File: config.mk
export PLATFORM = sky130hd
export DESIGN_NAME = lu_rr_arbiter_flat
export DESIGN_NICKNAME = d
export VERILOG_FILES = /design/src/rtl/lu_rr_arbiter_if.sv /design/src/rtl/lu_rr_arbiter.sv /design/src/flat_wrapper.sv
export SDC_FILE = /design/constraint.sdc
export NUM_CORES = 1
export LEC_CHECK = 0
export ABC_AREA = 1
export BUFFER_PORTS_ARGS = -buffer_cell sky130_fd_sc_hd__buf_2
export CAP_MARGIN = 20
export CORE_ASPECT_RATIO = 1.2
export CORE_MARGIN = 3
export CORE_UTILIZATION = 40
export CTS_BUF_LIST = sky130_fd_sc_hd__clkbuf_4 sky130_fd_sc_hd__clkbuf_8
export DETAILED_ROUTE_END_ITERATION = 8
export PLACE_DENSITY_LB_ADDON = 0.05
export SLEW_MARGIN = 20
export SYNTH_ARGS = -nofsm -noshare
export SYNTH_HDL_FRONTEND = slang
export SYNTH_SLANG_ARGS = --single-unit
File: constraint.sdc
create_clock -name clk -period 3.5 [get_ports clk]
set_clock_uncertainty 0.05 [all_clocks]
set_input_delay 0.175 -clock clk [delete_from_list [all_inputs] [get_ports clk]]
set_output_delay 0.175 -clock clk [all_outputs]
set_load 0.02 [all_outputs]
File: src/rtl/lu_rr_arbiter_if.sv
// Handshake bundle between two logic-unit requesters, the round-robin arbiter and the result consumer.
interface lu_rr_arbiter_if #(
    parameter int DW = 8
);
    logic          req0_valid;
    logic          req0_ready;
    logic [DW-1:0] req0_x;
    logic [DW-1:0] req0_y;
    logic [1:0]    req0_op;

    logic          req1_valid;
    logic          req1_ready;
    logic [DW-1:0] req1_x;
    logic [DW-1:0] req1_y;
    logic [1:0]    req1_op;

    logic          res_valid;
    logic          res_ready;
    logic [DW-1:0] res_f;
    logic          res_id;
    logic          busy;

    modport master (
        output req0_valid, req0_x, req0_y, req0_op,
        input  req0_ready,
        output req1_valid, req1_x, req1_y, req1_op,
        input  req1_ready,
        input  res_valid, res_f, res_id, busy,
        output res_ready
    );

    modport slave (
        input  req0_valid, req0_x, req0_y, req0_op,
        output req0_ready,
        input  req1_valid, req1_x, req1_y, req1_op,
        output req1_ready,
        output res_valid, res_f, res_id, busy,
        input  res_ready
    );
endinterface

File: src/rtl/lu_rr_arbiter.sv
// Round-robin share of one 8-bit logic unit between two requesters; result registered 1 cycle after accept.
// Result held (both readies low) until res_ready; max one op per 2 cycles.
module lu_rr_arbiter #(
    parameter int DW        = 8,
    parameter int PRIO_INIT = 0
) (
    input  logic             clk,
    input  logic             rst,
    lu_rr_arbiter_if.slave   bus
);
    typedef enum logic {IDLE, HOLD} state_t;

    state_t        state;
    state_t        state_nxt;
    logic          ptr;
    logic          gnt0;
    logic          gnt1;
    logic [DW-1:0] lu_x;
    logic [DW-1:0] lu_y;
    logic [1:0]    lu_op;
    logic [DW-1:0] lu_f;
    logic [DW-1:0] res_f_q;
    logic          res_id_q;

    always_ff @(posedge clk or posedge rst) begin
        if (rst) begin
            state <= IDLE;
        end else begin
            state <= state_nxt;
        end
    end

    // ptr only breaks ties; a lone valid requester always wins.
    always_comb begin
        gnt0      = 1'b0;
        gnt1      = 1'b0;
        state_nxt = state;
        case (state)
            IDLE: begin
                gnt0 = bus.req0_valid && (!bus.req1_valid || !ptr);
                gnt1 = bus.req1_valid && (!bus.req0_valid ||  ptr);
                if (gnt0 || gnt1) begin
                    state_nxt = HOLD;
                end
            end
            HOLD: begin
                if (bus.res_ready) begin
                    state_nxt = IDLE;
                end
            end
            default: state_nxt = IDLE;
        endcase
    end

    always_comb begin
        lu_x  = gnt1 ? bus.req1_x  : bus.req0_x;
        lu_y  = gnt1 ? bus.req1_y  : bus.req0_y;
        lu_op = gnt1 ? bus.req1_op : bus.req0_op;
        case (lu_op)
            2'b00:   lu_f = lu_x | lu_y;
            2'b01:   lu_f = lu_x & lu_y;
            2'b10:   lu_f = lu_x ^ lu_y;
            default: lu_f = ~lu_x;
        endcase
    end

    always_ff @(posedge clk or posedge rst) begin
        if (rst) begin
            ptr      <= (PRIO_INIT != 0);
            res_f_q  <= '0;
            res_id_q <= 1'b0;
        end else if (gnt0 || gnt1) begin
            res_f_q  <= lu_f;
            res_id_q <= gnt1;
            ptr      <= !gnt1;
        end
    end

    assign bus.req0_ready = gnt0;
    assign bus.req1_ready = gnt1;
    assign bus.res_valid  = (state == HOLD);
    assign bus.busy       = (state == HOLD);
    assign bus.res_f      = res_f_q;
    assign bus.res_id     = res_id_q;
endmodule
File: src/flat_wrapper.sv
// flat-port wrapper written by rule: the top's interface ports become plain ports
module lu_rr_arbiter_flat 
#(
    parameter int DW        = 8,
    parameter int PRIO_INIT = 0
)
  (clk, rst, bus_req0_valid, bus_req0_x, bus_req0_y, bus_req0_op, bus_req0_ready, bus_req1_valid, bus_req1_x, bus_req1_y, bus_req1_op, bus_req1_ready, bus_res_valid, bus_res_f, bus_res_id, bus_busy, bus_res_ready);
  lu_rr_arbiter_if #(.DW(DW)) bus_i ();
  input  logic clk;
  input  logic rst;
  input wire logic [$bits(bus_i.req0_valid)-1:0] bus_req0_valid;
  input wire logic [$bits(bus_i.req0_x)-1:0] bus_req0_x;
  input wire logic [$bits(bus_i.req0_y)-1:0] bus_req0_y;
  input wire logic [$bits(bus_i.req0_op)-1:0] bus_req0_op;
  output wire logic [$bits(bus_i.req0_ready)-1:0] bus_req0_ready;
  input wire logic [$bits(bus_i.req1_valid)-1:0] bus_req1_valid;
  input wire logic [$bits(bus_i.req1_x)-1:0] bus_req1_x;
  input wire logic [$bits(bus_i.req1_y)-1:0] bus_req1_y;
  input wire logic [$bits(bus_i.req1_op)-1:0] bus_req1_op;
  output wire logic [$bits(bus_i.req1_ready)-1:0] bus_req1_ready;
  output wire logic [$bits(bus_i.res_valid)-1:0] bus_res_valid;
  output wire logic [$bits(bus_i.res_f)-1:0] bus_res_f;
  output wire logic [$bits(bus_i.res_id)-1:0] bus_res_id;
  output wire logic [$bits(bus_i.busy)-1:0] bus_busy;
  input wire logic [$bits(bus_i.res_ready)-1:0] bus_res_ready;
  assign bus_i.req0_valid = bus_req0_valid;
  assign bus_i.req0_x = bus_req0_x;
  assign bus_i.req0_y = bus_req0_y;
  assign bus_i.req0_op = bus_req0_op;
  assign bus_req0_ready = bus_i.req0_ready;
  assign bus_i.req1_valid = bus_req1_valid;
  assign bus_i.req1_x = bus_req1_x;
  assign bus_i.req1_y = bus_req1_y;
  assign bus_i.req1_op = bus_req1_op;
  assign bus_req1_ready = bus_i.req1_ready;
  assign bus_res_valid = bus_i.res_valid;
  assign bus_res_f = bus_i.res_f;
  assign bus_res_id = bus_i.res_id;
  assign bus_busy = bus_i.busy;
  assign bus_i.res_ready = bus_res_ready;
  lu_rr_arbiter #(.DW(DW), .PRIO_INIT(PRIO_INIT)) u_core (.clk(clk), .rst(rst), .bus(bus_i));
endmodule
==> summary.md <==
| Metric | Value |
|---|---|
| Xor and xnor area share after synthesis | 0 |
| R2R cell count | 12 |
| CTS root buffer | clkbuf_4 |
| Achievable Freq | 440 MHz |
| Initial antenna violation count | 0 |
| Synth Register Bits | 11 |
| Setup crit end kind | flop |
| DIE HEIGHT | 70.9 µm |
| Via/cell ratio | 4.66 |
| R2r setup slk | 1.23 ns |
| Worst EP required | 3.62 ns |
| Post-synth top area cell | dfrtp_1 |
| Relative slew margins | 0.482 |
| DRC errors left | 0 |
| Worst Setup EP | u_core.bus.res_f[4] |
| Wirelength per Cell | 11.4 µm |
| Nets | 316 |
| Synth Area in Simple Gates | 0.424 |
| Pre-antenna DRT Iters | 4 |
| Reg-to-Reg Start | u_core.ptr |
| Pin count of the biggest net entering global routing | 24 |
| Post-synth top cells | 61 x nand2_1, 33 x inv_1, 30 x nand3_1 |
| CTS Buf Count | 3 |
| Syn-to-layout area delta | 18.6% |
| Ant. Diodes | 0 |
| Mux contribution to synthesized area | 0 |
| RePlAce Congestion | 0.751 |
| Avg Cell Area, Syn | 6.69 µm² |
| CP cell instances | inv_1 > nand2_4 > nand2_4 > inv_2 > or2_2 > o21ai_2 > inv_1 > ha_1 > o21ai_0 > nand3_1 > nand2_1 > nand2_1 |
| Highest fanout seen on the critical path | 23 |
| Congestion Overflow GR | 0 |
| Sw frac | 0.506 |
| Largest stage delay on the critical path | 0.38 ns |
| Antenna viol nets, final | 0 |
| Post CTS Setup Buffer Count | 0 |
| Via count | 1370 |
| Die area | 4260 µm² |
| Clock Tree Buf Depth | 2 |
| Compound-Gate Fraction of Synth Area | 0.0837 |
| NetSw | 0.000434 W |
| Class of the worst hold path | in -> reg |
| Period utilisation layout | 0.649 |
| Synth Net Count | 267 |
| Synth Warn # | 0 |
| Unrepaired setup endpoints after global routing | false |
| Dominant synthesized flop cell | dfrtp_1 |
| Share of total power in sequential cells | 0.252 |
| Final WL | 3350 µm |
| Post-Route Setup TNS | 0 ns |
| FFs w/ async S/R, synth | 1.00 |
| Share of cells above drive strength 1 | 0.318 |
| Clock Power Share | 0.117 |
| H-tree level count | 1 |
| Die width | 60.1 µm |
| Initial DRC count | 34 |
| MaxCap Viol Count | 0 |
| Main combinational cell family by area after synthesis | simple AND/OR/NAND/NOR gates |
| Detailed Place HPWL | 2660 µm |
| Critical path origin | u_core.ptr |
| FP Rows | 22 |
| Core region area | 3220 µm² |
| LEAKAGE | 1.04 nW |
| GR Util All Layers | 0.163 |
| Synth unique cells | 20 |
| Vias in the first global route | 1194 |
| Power Density | 515 nW/µm² |
| Minimum clock period | 2.27 ns |
| Clock latency on the worst-skew pair | 0.28 ns |
| Mapped cell area | 1410 µm² |
| Worst endpoint data arrival time | 2.39 ns |
| Post-synthesis sequential area ratio | 0.196 |
| Worst Tran Pin Value | 0.774 ns |
| FF-to-FF End | u_core.bus.res_f[4] |
| Most common cell in the synthesized netlist | nand2_1 |
| CP max stage cell | dfrtp_1 |
| Non-Filler Instances | 294 |
| Clk sinks | 11 |
| Internal power component | 0.000424 W |
| Cell total after placement | 289 |
| I/O Buffers | 53 |
| Post-synth top area share | 0.196 |
| Clock transition at path regs | 0.08 ns |
| Final Max Tran Viols | 0 |
| Final hold vios | 0 |
| Worst setup SP type | flop |
| CTS tree | yes |
| Post-Synth Adder-Cell Area | 0.142 |
| Status | complete, no violations |
| Combinational power share | 0.631 |
| Setup violators final | 0 |
| Max IR drop VDD | 0.278 mV |
| Global-route wire length before repair | 5470 µm |
| Num ports | 54 |
| Initial Util | 0.436 |
| Synth Instances | 210 |
| Top cells by area, synth | dfrtp_1 20%, nand2_1 16%, ha_1 14%, nand3_1 11%, inv_1 8.8% |
| Critical path class | reg -> reg |
| Post-synth EDFFs | 0 |
## power by group through the flow
stage | clock [W] | combinational, W | sequential, W
global placement | 0 | 0.000544 | 0.000217
global route | 0.000109 | 0.000620 | 0.000221
floorplan | 0 | 0.000360 | 0.000285
finish | 0.000101 | 0.000542 | 0.000216
CTS | 0.000104 | 0.000549 | 0.000217
detailed placement | 0 | 0.000546 | 0.000219
## flip-flops by register name, summed over array words and instances (netlist names)
register	count
u_core.ptr	1
u_core.bus.busy	1
u_core.bus.res_id	1
u_core.bus.res_f	8
## cell families (layout without fill, tap and decap cells)
logic type,after synthesis,count (layout)
AOI/OAI and AO/OA,17,17
adders and majority gates,16,16
buffers and inverters,44,92
DFF,11,11
and+or+nand+nor,122,122
## worst max-delay path: cells and delay by family, from the launching register on
family	cells	cell delay, ns
AOI/OAI and AO/OA	2	0.27
adders and majority gates	1	0.27
and+or+nand+nor	6	0.89
buffers and inverters	3	0.30
DFF	1	0.38
## how the worst min path moves through the flow
stage,start,end,cells past startpoint
6_report,bus_res_ready,u_core.bus.busy,2
5_1_grt,bus_res_ready,u_core.bus.busy,2
2_1_floorplan,rst,u_core.bus.busy,1
3_3_place_gp,rst,u_core.bus.res_f[3],2
3_5_place_dp,rst,u_core.bus.res_f[3],2
4_1_cts,bus_res_ready,u_core.bus.busy,2
## stage by stage
step	setup WS [ns]	instance area, µm²	hold WS [ns]	utilization	total power [W]
2_1_floorplan	1.47	1410	-0.0226	-	0.000646
3_3_place_gp	1.33	1630	0.159	0.505	0.000761
3_5_place_dp	1.27	1630	0.155	0.505	0.000765
4_1_cts	1.22	1670	0.0177	0.517	0.000870
5_1_grt	0.999	1670	0.0283	0.517	0.000950
6_report	1.23	1670	0.0181	0.517	0.000859
## area by class of cell
type / count / area [µm²]
clock buffers: 4 / 30.0
fillers: 360 / 1550
inverters: 34 / 128
multi-input cells: 155 / 913
flip-flops and latches: 11 / 275
well taps: 36 / 45.0
repair buffers: 54 / 275
## layout by cell type, fill, tap and decap left out
cell type | Yosys | layout
buf_2 | 1 | 53
nor2_1 | 3 | 3
nand2_4 | 2 | 2
inv_1 | 33 | 33
ha_1 | 16 | 16
nand3_1 | 30 | 30
o21ai_1 | 1 | 1
dfrtp_1 | 11 | 11
inv_2 | 1 | 1
nand2_2 | 5 | 5
o21a_1 | 1 | 1
nand2_1 | 61 | 61
nor2_4 | 1 | 1
dlygate4sd3_1 | 0 | 1
o21ai_2 | 8 | 8
or2_2 | 8 | 8
nand3b_1 | 12 | 12
o21ai_0 | 7 | 7
clkbuf_4 | 0 | 4
## timing repair
action                                 in CTS  in global routing
resized for setup                           0                  0
setup endpoints to repair                   0                  0
endpoints found under the hold margin      11                  0
hold buffers                                1                  0
## metal layers
layer,part of all wire,global-route usage,vias up
met4,0.010,0.0443,0
met2,0.40,0.227,50
met1,0.52,0.254,564
li1,-,-,752
met3,0.070,0.0237,4
met5,0,0,-
No activity file was read; power rests on OpenSTA's default activity.
